[config.mk]
export PLATFORM = sky130hd
export DESIGN_NAME = uart_tx_arbiter_flat
export DESIGN_NICKNAME = d
export VERILOG_FILES = /design/src/rtl/uart_ctrl_pkg.sv /design/src/rtl/uart_tx_arbiter_if.sv /design/src/rtl/rr_arbiter.sv /design/src/rtl/uart_tx_arbiter.sv /design/src/flat_wrapper.sv
export SDC_FILE = /design/constraint.sdc
export NUM_CORES = 1
export LEC_CHECK = 0
export ABC_AREA = 1
export CELL_PAD_IN_SITES_DETAIL_PLACEMENT = 0
export CELL_PAD_IN_SITES_GLOBAL_PLACEMENT = 1
export CORE_MARGIN = 3
export CORE_UTILIZATION = 32
export CTS_CLUSTER_SIZE = 20
export DETAILED_ROUTE_END_ITERATION = 16
export PLACE_DENSITY_LB_ADDON = 0.12
export SYNTH_ARGS = -nofsm -noshare
export SYNTH_HDL_FRONTEND = slang
export SYNTH_HIERARCHICAL = 1
export SYNTH_SLANG_ARGS = --single-unit
[constraint.sdc]
create_clock -name clk -period 5.3 [get_ports clk]
set_input_delay 0.53 -clock clk [delete_from_list [all_inputs] [get_ports clk]]
set_output_delay 0.53 -clock clk [all_outputs]
set_load 0.005 [all_outputs]
[src/rtl/uart_ctrl_pkg.sv]
// Shared types and helpers for the UART control blocks: arbiter FSM states
// and the round-robin pick used by rr_arbiter.
package uart_ctrl_pkg;

    localparam int UART_DATA_W = 8;
    localparam int MAX_REQ     = 16;

    typedef enum logic [1:0] {
        ARB_IDLE    = 2'd0,
        ARB_SEND    = 2'd1,
        ARB_RECOVER = 2'd2
    } arb_state_t;

    // Returns the first set bit of req searching upward from ptr+1, wrapping
    // modulo n; returns ptr when req is empty.
    function automatic logic [3:0] rr_pick(input logic [MAX_REQ-1:0] req,
                                           input logic [3:0]         ptr,
                                           input int                 n);
        logic [3:0] win;
        int         idx;
        win = ptr;
        for (int i = n; i >= 1; i--) begin
            idx = (int'(ptr) + i) % n;
            if (req[idx]) win = 4'(idx);
        end
        return win;
    endfunction

endpackage

[src/rtl/uart_tx_arbiter_if.sv]
// Client and transmitter signals of the shared UART TX arbiter.
// master = arbiter side, slave = clients/transmitter side.
interface uart_tx_arbiter_if
    import uart_ctrl_pkg::*;
#(
    parameter int NUM_REQ = 4,
    parameter int DATA_W  = UART_DATA_W
);
    logic [NUM_REQ-1:0]        req;
    logic [NUM_REQ*DATA_W-1:0] req_data;
    logic [NUM_REQ-1:0]        gnt;
    logic [NUM_REQ-1:0]        ack;
    logic                      tx_send;
    logic [DATA_W-1:0]         tx_data;
    logic                      tx_done;
    logic                      busy;
    logic                      tx_timeout;

    modport master (
        input  req, req_data, tx_done,
        output gnt, ack, tx_send, tx_data, busy, tx_timeout
    );

    modport slave (
        output req, req_data, tx_done,
        input  gnt, ack, tx_send, tx_data, busy, tx_timeout
    );
endinterface

[src/rtl/rr_arbiter.sv]
// Round-robin arbiter: combinational winner search from rr_ptr+1 and a
// registered pointer that moves to the winner when update is asserted.
module rr_arbiter
    import uart_ctrl_pkg::*;
#(
    parameter int  N  = 4,
    localparam int IW = (N > 1) ? $clog2(N) : 1
) (
    input  logic          clk,
    input  logic          rst,
    input  logic [N-1:0]  req,
    input  logic          update,
    output logic [IW-1:0] winner,
    output logic          valid
);
    logic [IW-1:0]      rr_ptr;
    logic [MAX_REQ-1:0] req_ext;
    logic [3:0]         pick;

    always_comb begin
        req_ext        = '0;
        req_ext[N-1:0] = req;
        pick           = rr_pick(req_ext, 4'(rr_ptr), N);
    end

    assign winner = IW'(pick);
    assign valid  = |req;

    // Reset to the last index so index 0 has first priority.
    always_ff @(posedge clk or posedge rst) begin
        if (rst)         rr_ptr <= IW'(N - 1);
        else if (update) rr_ptr <= winner;
    end
endmodule

[src/rtl/uart_tx_arbiter.sv]
// Shares one UART transmitter among NUM_REQ byte producers (round robin) and
// sequences send/donetx. Optional SEND abort: define UART_TX_ARB_TIMEOUT_EN.
module uart_tx_arbiter
    import uart_ctrl_pkg::*;
#(
    parameter int  NUM_REQ        = 4,
    parameter int  DATA_W         = UART_DATA_W,
    parameter int  SYNC_STAGES    = 2,
    parameter int  TIMEOUT_CYCLES = 2000,
    localparam int IW             = (NUM_REQ > 1) ? $clog2(NUM_REQ) : 1
) (
    input  logic                       clk,
    input  logic                       rst,
    uart_tx_arbiter_if.master          bus
);
    if (NUM_REQ < 2 || NUM_REQ > MAX_REQ || SYNC_STAGES < 2 || TIMEOUT_CYCLES < 2) begin : g_bad_params
        $error("uart_tx_arbiter: parameter out of range");
    end

    arb_state_t             state;
    logic [SYNC_STAGES-1:0] done_sync;
    logic                   done_d;
    logic                   done_s;
    logic                   done_rise;
    logic                   done_fall;
    logic [IW-1:0]          winner;
    logic                   arb_valid;
    logic                   grant_now;

    // tx_done comes from the transmitter's divided clock; treat as async.
    always_ff @(posedge clk or posedge rst) begin
        if (rst) begin
            done_sync <= '0;
            done_d    <= 1'b0;
        end else begin
            done_sync[0] <= bus.tx_done;
            for (int i = 1; i < SYNC_STAGES; i++) done_sync[i] <= done_sync[i-1];
            done_d <= done_sync[SYNC_STAGES-1];
        end
    end

    assign done_s    = done_sync[SYNC_STAGES-1];
    assign done_rise = done_s & ~done_d;
    assign done_fall = ~done_s & done_d;

    // Never grant while done is still high, else the transmitter would see
    // send before donetx clears and transmit twice.
    assign grant_now = (state == ARB_IDLE) && arb_valid && !done_s;

    rr_arbiter #(.N(NUM_REQ)) u_rr (
        .clk    (clk),
        .rst    (rst),
        .req    (bus.req),
        .update (grant_now),
        .winner (winner),
        .valid  (arb_valid)
    );

`ifdef UART_TX_ARB_TIMEOUT_EN
    localparam logic [31:0] TMO_LAST = 32'(TIMEOUT_CYCLES - 1);
    logic [31:0] tmo_cnt;
`endif

    always_ff @(posedge clk or posedge rst) begin
        if (rst) begin
            state          <= ARB_IDLE;
            bus.gnt        <= '0;
            bus.ack        <= '0;
            bus.tx_send    <= 1'b0;
            bus.tx_data    <= '0;
            bus.busy       <= 1'b0;
            bus.tx_timeout <= 1'b0;
`ifdef UART_TX_ARB_TIMEOUT_EN
            tmo_cnt        <= '0;
`endif
        end else begin
            bus.ack        <= '0;
            bus.tx_timeout <= 1'b0;
            case (state)
                ARB_IDLE: begin
                    if (grant_now) begin
                        bus.tx_data <= bus.req_data[int'(winner)*DATA_W +: DATA_W];
                        bus.gnt     <= NUM_REQ'(1) << winner;
                        bus.tx_send <= 1'b1;
                        bus.busy    <= 1'b1;
                        state       <= ARB_SEND;
`ifdef UART_TX_ARB_TIMEOUT_EN
                        tmo_cnt     <= '0;
`endif
                    end
                end
                ARB_SEND: begin
                    if (done_rise) begin
                        bus.tx_send <= 1'b0;
                        bus.ack     <= bus.gnt;
                        state       <= ARB_RECOVER;
                    end
`ifdef UART_TX_ARB_TIMEOUT_EN
                    else if (tmo_cnt == TMO_LAST) begin
                        bus.tx_send    <= 1'b0;
                        bus.tx_timeout <= 1'b1;
                        state          <= ARB_RECOVER;
                    end else begin
                        tmo_cnt <= tmo_cnt + 32'd1;
                    end
`endif
                end
                ARB_RECOVER: begin
                    if (done_fall || !done_s) begin
                        bus.gnt  <= '0;
                        bus.busy <= 1'b0;
                        state    <= ARB_IDLE;
                    end
                end
                default: state <= ARB_IDLE;
            endcase
        end
    end
endmodule
[src/flat_wrapper.sv]
// flat-port wrapper written by rule: the top's interface ports become plain ports
module uart_tx_arbiter_flat import uart_ctrl_pkg::*;
#(
    parameter int  NUM_REQ        = 4,
    parameter int  DATA_W         = UART_DATA_W,
    parameter int  SYNC_STAGES    = 2,
    parameter int  TIMEOUT_CYCLES = 2000,
    localparam int IW             = (NUM_REQ > 1) ? $clog2(NUM_REQ) : 1
)
  (clk, rst, bus_req, bus_req_data, bus_tx_done, bus_gnt, bus_ack, bus_tx_send, bus_tx_data, bus_busy, bus_tx_timeout);
  uart_tx_arbiter_if #(.NUM_REQ(NUM_REQ), .DATA_W(DATA_W)) bus_i ();
  input  logic clk;
  input  logic rst;
  input wire logic [$bits(bus_i.req)-1:0] bus_req;
  input wire logic [$bits(bus_i.req_data)-1:0] bus_req_data;
  input wire logic [$bits(bus_i.tx_done)-1:0] bus_tx_done;
  output wire logic [$bits(bus_i.gnt)-1:0] bus_gnt;
  output wire logic [$bits(bus_i.ack)-1:0] bus_ack;
  output wire logic [$bits(bus_i.tx_send)-1:0] bus_tx_send;
  output wire logic [$bits(bus_i.tx_data)-1:0] bus_tx_data;
  output wire logic [$bits(bus_i.busy)-1:0] bus_busy;
  output wire logic [$bits(bus_i.tx_timeout)-1:0] bus_tx_timeout;
  assign bus_i.req = bus_req;
  assign bus_i.req_data = bus_req_data;
  assign bus_i.tx_done = bus_tx_done;
  assign bus_gnt = bus_i.gnt;
  assign bus_ack = bus_i.ack;
  assign bus_tx_send = bus_i.tx_send;
  assign bus_tx_data = bus_i.tx_data;
  assign bus_busy = bus_i.busy;
  assign bus_tx_timeout = bus_i.tx_timeout;
  uart_tx_arbiter #(.NUM_REQ(NUM_REQ), .DATA_W(DATA_W), .SYNC_STAGES(SYNC_STAGES), .TIMEOUT_CYCLES(TIMEOUT_CYCLES)) u_core (.clk(clk), .rst(rst), .bus(bus_i));
endmodule
==> impl_metrics.csv, run 1 <==
group,metric,value,unit
status,status,"finished clean",
sta,finClkSkew,5.064,ps
sta,drv_slew,0,
routing,routedWlPerCell,11.04,um
cells_and_area,drive_above_1_share,9.158,%
floorplan,rows,24,
grt,grt_max_degree,24,
logic_synthesis,synth-async-reset-ratio,100.0,%
cts,cts_max_level,1,
sta,setup_viol,0,
grt,grt_use_total,14.09,%
logic_synthesis,yosysSeqAreaShare,41.18,%
logic_synthesis,synth_area,0.001525,sq mm
routing,detail_route.vias_per_cell,4.388,
sta,period_minus_slack,2461,ps
grt,grt_use_met1,18.86,%
routing,drt_first_pass_iters,4,
grt,grt.met2_usage,23.69,%
placement,numPortBuffers,56,
grt,use_met3,3.471,%
routing,drcViolationCount,0,
grt,grt_antenna_before_repair,0,
sta,slew_headroom,42.63,%
logic_synthesis,ys_top_cells_by_area,"dfrtp_1 38%, nand2_1 31%, nand2_2 5.3%",
grt,busiest_layer,"met2",
routing,ant_nets,0,
floorplan,dieArea,0.005631,sq mm
critical_path,arrival,2620,ps
logic_synthesis,synth_fp_nets,260,
sta,setup-tns-final,0,ps
critical_path,cp_max_fo,19,
grt,grt_overflow,0,
logic_synthesis,yosysMostFrequentCell,"nand2_1",
logic_synthesis,synthTopCellsByCount,"127 x nand2_1, 23 x dfrtp_1, 13 x inv_1, 13 x nand2_2, 8 x nand3_1",
sta,fmax,406.3,MHz
pwr,powerDensity,557.5,mW/mm^2
floorplan,io_pins,58,
cts,cts.path.max_buffers,2,
routing,wl,3.588,mm
cts,cts.sinks,25,
min_path,worstHoldPathType,"reg2reg",
sta,rsz0062_at_grt,"false",
critical_path,critical_path_required,5460,ps
cts,numCtsBuffers,3,
placement,pre_cts_ws,2532,ps
grt,grt_pass1_wl,6.168,mm
cells_and_area,n_antenna_cell,0,
pwr,ir_drop,228.6,uV
cts,clock_latency,260,ps
floorplan,die_h,75.04,um
cells_and_area,syn_to_final_growth,37.49,%
floorplan,start_util,34.09,%
pwr,p_leak,1.103,nW
critical_path,worstSetupEndpointType,"register",
floorplan,die_w,75.04,um
cts,holdBufCountCts,0,
logic_synthesis,synth_top_area_share,37.74,%
cts,cts_tree,"yes",
cts,post_cts_resized,0,
cells_and_area,multi_input_area,701.9,sq um
routing,vias,1426,
logic_synthesis,synth_area_leader_cell,"dfrtp_1",
logic_synthesis,ys_ff_latch,25,
floorplan,coreArea,0.004474,sq mm
logic_synthesis,avgSynthCellArea,6.901,sq um
cts,post_cts_buffers,0,
cts,clkTransAtPathRegs,80,ps
grt,grt_pass1_vias,1377,
cells_and_area,regArea,628.1,sq um
logic_synthesis,synth_ff_type,"dfrtp_1",
cts,root_buffer,"clkbuf_8",
cells_and_area,nFillCells,459,
job,drv_cap,0,
logic_synthesis,yosys_warnings,6,
sta,max_slew.worst_pin.slew,859.6,ps
routing,drt_iter0_drc,65,
critical_path,setup.worst_path.start_class,"primary input",
logic_synthesis,syn-instance-count,221,
placement,dp_hpwl,2.787,mm
logic_synthesis,synth_edf_count,0,
critical_path,worstSetupPathType,"in2reg",
sta,fin_crit_sh,46.44,%
logic_synthesis,synth_cell_type_count,23,
sta,worst_slack,2839,ps
sta,hold_viol,0,
cells_and_area,nets,313,
placement,gp_congestion,0.7539,
## final timing paths
path                                         endpoint  depth (start not counted)  slack, ps             startpoint
worst max-delay path            u_core/bus.tx_data[5]                         16       2840             bus_req[1]
worst min-delay path              u_core/done_sync[1]                          0        360    u_core/done_sync[0]
worst max register to register  u_core/bus.tx_data[5]                         17       2920  u_core/u_rr/rr_ptr[0]
worst min register to register    u_core/done_sync[1]                          0        360    u_core/done_sync[0]
max in group asynchronous       u_core/bus.tx_data[1]                          2       4000                    rst
min in group asynchronous       u_core/u_rr/rr_ptr[1]                          2        610                    rst
## state kept, by name, summed over array words and instances (netlist names)
| name | count |
|---|---|
| u_core/bus.tx_data | 8 |
| u_core/state | 2 |
| u_core/bus.tx_send | 1 |
| u_core/bus.busy | 1 |
| u_core/done_sync | 2 |
| u_core/bus.gnt | 4 |
| u_core/bus.ack | 4 |
| u_core/done_d | 1 |
| u_core/u_rr/rr_ptr | 2 |
## layout by cell type (no fill, tap or decap), types with 2 or more instances in the layout
cell / Yosys / layout
dfstp_2: 2 / 2
nor2_1: 7 / 7
inv_1: 13 / 13
inv_2: 2 / 2
clkbuf_8: 0 / 3
nand2_2: 13 / 13
nand2_1: 127 / 127
nand3_1: 8 / 8
o21ai_1: 7 / 7
dfrtp_1: 23 / 23
clkdlybuf4s50_1: 0 / 56
## cells by family (layout without fill, tap and decap cells)
kind of cell	after synthesis	count (layout)	synth area share, %
and+or+nand+nor	158	158	42.33
DFF	25	25	41.18
buffers and inverters	27	79	12.80
AOI/OAI and AO/OA	10	10	3.445
other	1	1	0.2459
## where the power goes
| group | switching, mW | internal (mW) | total (mW) |
|---|---|---|---|
| sequential | 0.0511 | 0.258 | 0.309 |
| clock | 0.0589 | 0.0525 | 0.111 |
| combinational | 0.457 | 0.292 | 0.748 |
| total | 0.567 | 0.603 | 1.17 |
## layer usage
metal	share of wire (%)	vias up	routed length (um)
li1	-	762	-
met3	5.7	0	203
met1	46	619	1649
met5	0	-	0
met2	48	45	1735
met4	0	0	0
## worst max-delay path, cell delays in order
cell,delay (ps)
clkdlybuf4s50_1,450
inv_1,60
o21ai_1,170
nand2_1,90
nand2_1,70
nand2_1,60
nand3_1,90
nand2_1,60
inv_1,490
inv_8,150
nand2_1,90
nand2_1,60
nand2_1,60
nand2_1,70
nand2_1,60
nand2_1,50
## metrics by stage
step                      hold WS, ps  std cells  area [sq um]  util [%]  total power, mW
after detailed placement        345.2        321          2051     45.83            1.072
final                           361.8        325          2097     46.87            1.169
after global placement          336.1        321          2051     45.83            1.075
after floorplan                 331.2        221          1525         -           0.9318
after CTS                       364.3        325          2097     46.87            1.186
after global routing            370.0        325          2097     46.87            1.326
## final cells by class
class                   count  share of cell area, %
clock buffers               3                  1.969
repair buffers             56                  26.73
multi-input cells         169                  33.47
inverters                  19                  4.535
flip-flops and latches     25                  29.95
well taps                  52                  3.103
clock inverters             1                 0.2387
Note: power is estimated with default switching activity, not from simulation.
==> run 2, diff against run 1 <==
--- a/config.mk
+++ b/config.mk
@@ -9,7 +9,7 @@
 export CELL_PAD_IN_SITES_DETAIL_PLACEMENT = 0
 export CELL_PAD_IN_SITES_GLOBAL_PLACEMENT = 1
 export CORE_MARGIN = 3
-export CORE_UTILIZATION = 32
+export CORE_UTILIZATION = 30
 export CTS_CLUSTER_SIZE = 20
 export DETAILED_ROUTE_END_ITERATION = 16
 export PLACE_DENSITY_LB_ADDON = 0.12
==> constraint.sdc (replaced) <==
create_clock -name clk -period 2.6 [get_ports clk]
set_input_delay 0.26 -clock clk [delete_from_list [all_inputs] [get_ports clk]]
set_output_delay 0.26 -clock clk [all_outputs]
set_load 0.005 [all_outputs]
==> run 2 against run 1 <==
Non-clock buffer count is 2 higher. Utilization is 2.6 points lower. Sequential cell count is the same. Combinational power increased by 110%. Power rose by 110%. Critical path depth grew 1. Design area rose by 1.6%. Largest cell class unchanged. Highest routed layer is now met4.
==> impl_metrics.csv, run 2 (synthesized netlist as in run 1, its figures left out) <==
group,metric,value,unit
status,status,"finished clean",
cells_and_area,final_common_cell,"nand2_1",
sta,fin_crit_sh,85.65,%
sta,fmax,449.0,MHz
cells_and_area,nets,315,
routing,vias,1433,
pwr,p_int,1.253,mW
grt,grt_pass1_wl,6.541,mm
critical_path,cp_slowest_cell,"dfstp_2",
sta,setup-tns-final,0,ps
floorplan,coreArea,0.004817,sq mm
placement,placed_cell_area,0.002085,sq mm
sta,max_slew.worst_pin.slew,860.3,ps
sta,drv_slew,0,
floorplan,die_h,77.30,um
cts,cts_tree,"yes",
critical_path,max_stage_delay,660,ps
pwr,powerDensity,1129,mW/mm^2
cells_and_area,final_area,0.002131,sq mm
cts,cts.sinks,25,
cells_and_area,syn_to_final_growth,39.70,%
grt,grt_overflow,0,
cts,numCtsBuffers,3,
cts,post_cts_resized,0,
routing,drt_first_pass_iters,4,
pwr,p_sw,1.152,mW
grt,grt_max_degree,24,
routing,drcViolationCount,0,
floorplan,io_pins,58,
sta,slew_headroom,42.59,%
grt,grt_pass1_vias,1508,
routing,drt_iter0_drc,74,
cts,cts.path.max_buffers,2,
critical_path,crit_cells,17,
cts,root_buffer,"clkbuf_8",
cells_and_area,largest_register_ff_count,8,
critical_path,worstSetupPathType,"reg2reg",
critical_path,cp_max_fo,10,
routing,routedWlPerCell,10.57,um
pwr,p_seq_share,26.3,%
grt,grt_antenna_before_repair,0,
cells_and_area,top_register,"u_core/bus.tx_data",
sta,rsz0062_at_grt,"false",
placement,gp_congestion,0.8252,
routing,ant_nets,0,
grt,grt_use_total,13.31,%
pwr,p_comb_share,64.3,%
sta,hold_viol,0,
sta,period_minus_slack,2227,ps
pwr,pwr-share-clk,9.4,%
cells_and_area,final_cell_mix,"127 x nand2_1, 56 x clkdlybuf4s50_1, 23 x dfrtp_1",
pwr,swShare,47.89,%
critical_path,r2r_cells,17,
pwr,p_leak,1.112,nW
critical_path,worstSetupEndpointType,"register",
pwr,ir_drop,479.0,uV
cells_and_area,n_antenna_cell,0,
critical_path,worstPathCellList,"inv_4 > nand2_1 > nand2_1 > nand2_1 > nand2_1 > nand2_1 > nand2_1 > nand2_1 > nand2_1 > inv_1 > buf_4 > nand2_1 > nand2_1 > nand2_1 > nand2_1 > nand2_1 > nand2_1",
sta,finClkSkew,4.064,ps
critical_path,setup.worst_path.start_class,"register",
cts,holdBufCountCts,0,
critical_path,cp_common_cell,"nand2_1",
floorplan,start_util,31.66,%
cells_and_area,largestRegisters,"u_core/bus.tx_data x8, u_core/bus.ack x4, u_core/bus.gnt x4",
cts,post_cts_buffers,0,
sta,setup_viol,0,
job,drv_cap,0,
min_path,worstHoldPathType,"in2async",
placement,dp_hpwl,2.872,mm
critical_path,critPathTopFamily,"simple AND/OR/NAND/NOR gates",
floorplan,dieArea,0.005975,sq mm
placement,numPortBuffers,56,
critical_path,arrival,2430,ps
cts,cts_max_level,1,
routing,detail_route.vias_per_cell,4.190,
critical_path,critPathBufInv,3,
routing,wl,3.616,mm
floorplan,die_w,77.30,um
critical_path,critical_path_required,2810,ps
cts,clock_latency,260,ps
cells_and_area,drive_above_1_share,9.818,%
cts,clkTransAtPathRegs,90,ps
floorplan,rows,25,
-- run 2: final cells by class --
type | count | area [sq um]
fillers | 541 | 2686
inverters | 19 | 95.09
clock buffers | 3 | 41.29
clock inverters | 1 | 5.005
repair buffers | 58 | 575.6
well taps | 67 | 83.83
multi-input cells | 169 | 701.9
flip-flops and latches | 25 | 628.1
-- run 2: power groups by stage --
stage          Combinational (mW)  Sequential (mW)  Clock [mW]
6_report                     1.55            0.632       0.226
5_1_grt                      1.84            0.655       0.256
4_1_cts                      1.59            0.636       0.235
3_5_place_dp                 1.58            0.642           0
3_3_place_gp                 1.59            0.646           0
2_1_floorplan                1.29            0.612           0
-- run 2: stage by stage --
stage / total power, mW / util (%) / cells / hold WS (ps) / worst slack, ps
after floorplan: 1.899 / - / 221 / 171.5 / 760.3
after global placement: 2.237 / 43.27 / 338 / 333.3 / 234.4
after detailed placement: 2.219 / 43.27 / 338 / 334.7 / 266.1
after CTS: 2.456 / 44.23 / 342 / 338.5 / 357.3
after global routing: 2.747 / 44.23 / 342 / 340.9 / 12.96
final: 2.405 / 44.23 / 342 / 336.8 / 373.0
-- run 2: final timing paths --
path                                       startpoint                     to  slack, ps
worst max-delay path            u_core/u_rr/rr_ptr[0]  u_core/bus.tx_data[3]        370
worst min-delay path                              rst  u_core/u_rr/rr_ptr[0]        340
worst max register to register  u_core/u_rr/rr_ptr[0]  u_core/bus.tx_data[3]        370
worst min register to register    u_core/done_sync[0]    u_core/done_sync[1]        350
max in group asynchronous                         rst    u_core/done_sync[0]       1570
min in group clk                  u_core/done_sync[0]    u_core/done_sync[1]        350
-- run 2: worst reg2reg max path, stage by stage, from the launching register on --
cell,delay (ps)
dfstp_2,660
inv_4,70
nand2_1,60
nand2_1,60
nand2_1,80
nand2_1,60
nand2_1,70
nand2_1,50
nand2_1,60
nand2_1,50
inv_1,320
buf_4,250
nand2_1,60
nand2_1,90
nand2_1,60
nand2_1,70
nand2_1,40
nand2_1,50
-- run 2: layer usage --
| metal | share of wire (%) | GRT usage [%] | vias to the layer above | routed length [um] |
|---|---|---|---|---|
| met2 | 48 | 22.97 | 43 | 1746 |
| li1 | - | - | 771 | - |
| met5 | 0 | 0 | - | 0 |
| met3 | 6.0 | 4.225 | 4 | 216 |
| met1 | 45 | 16.39 | 615 | 1616 |
| met4 | 1.0 | 2.313 | 0 | 36 |
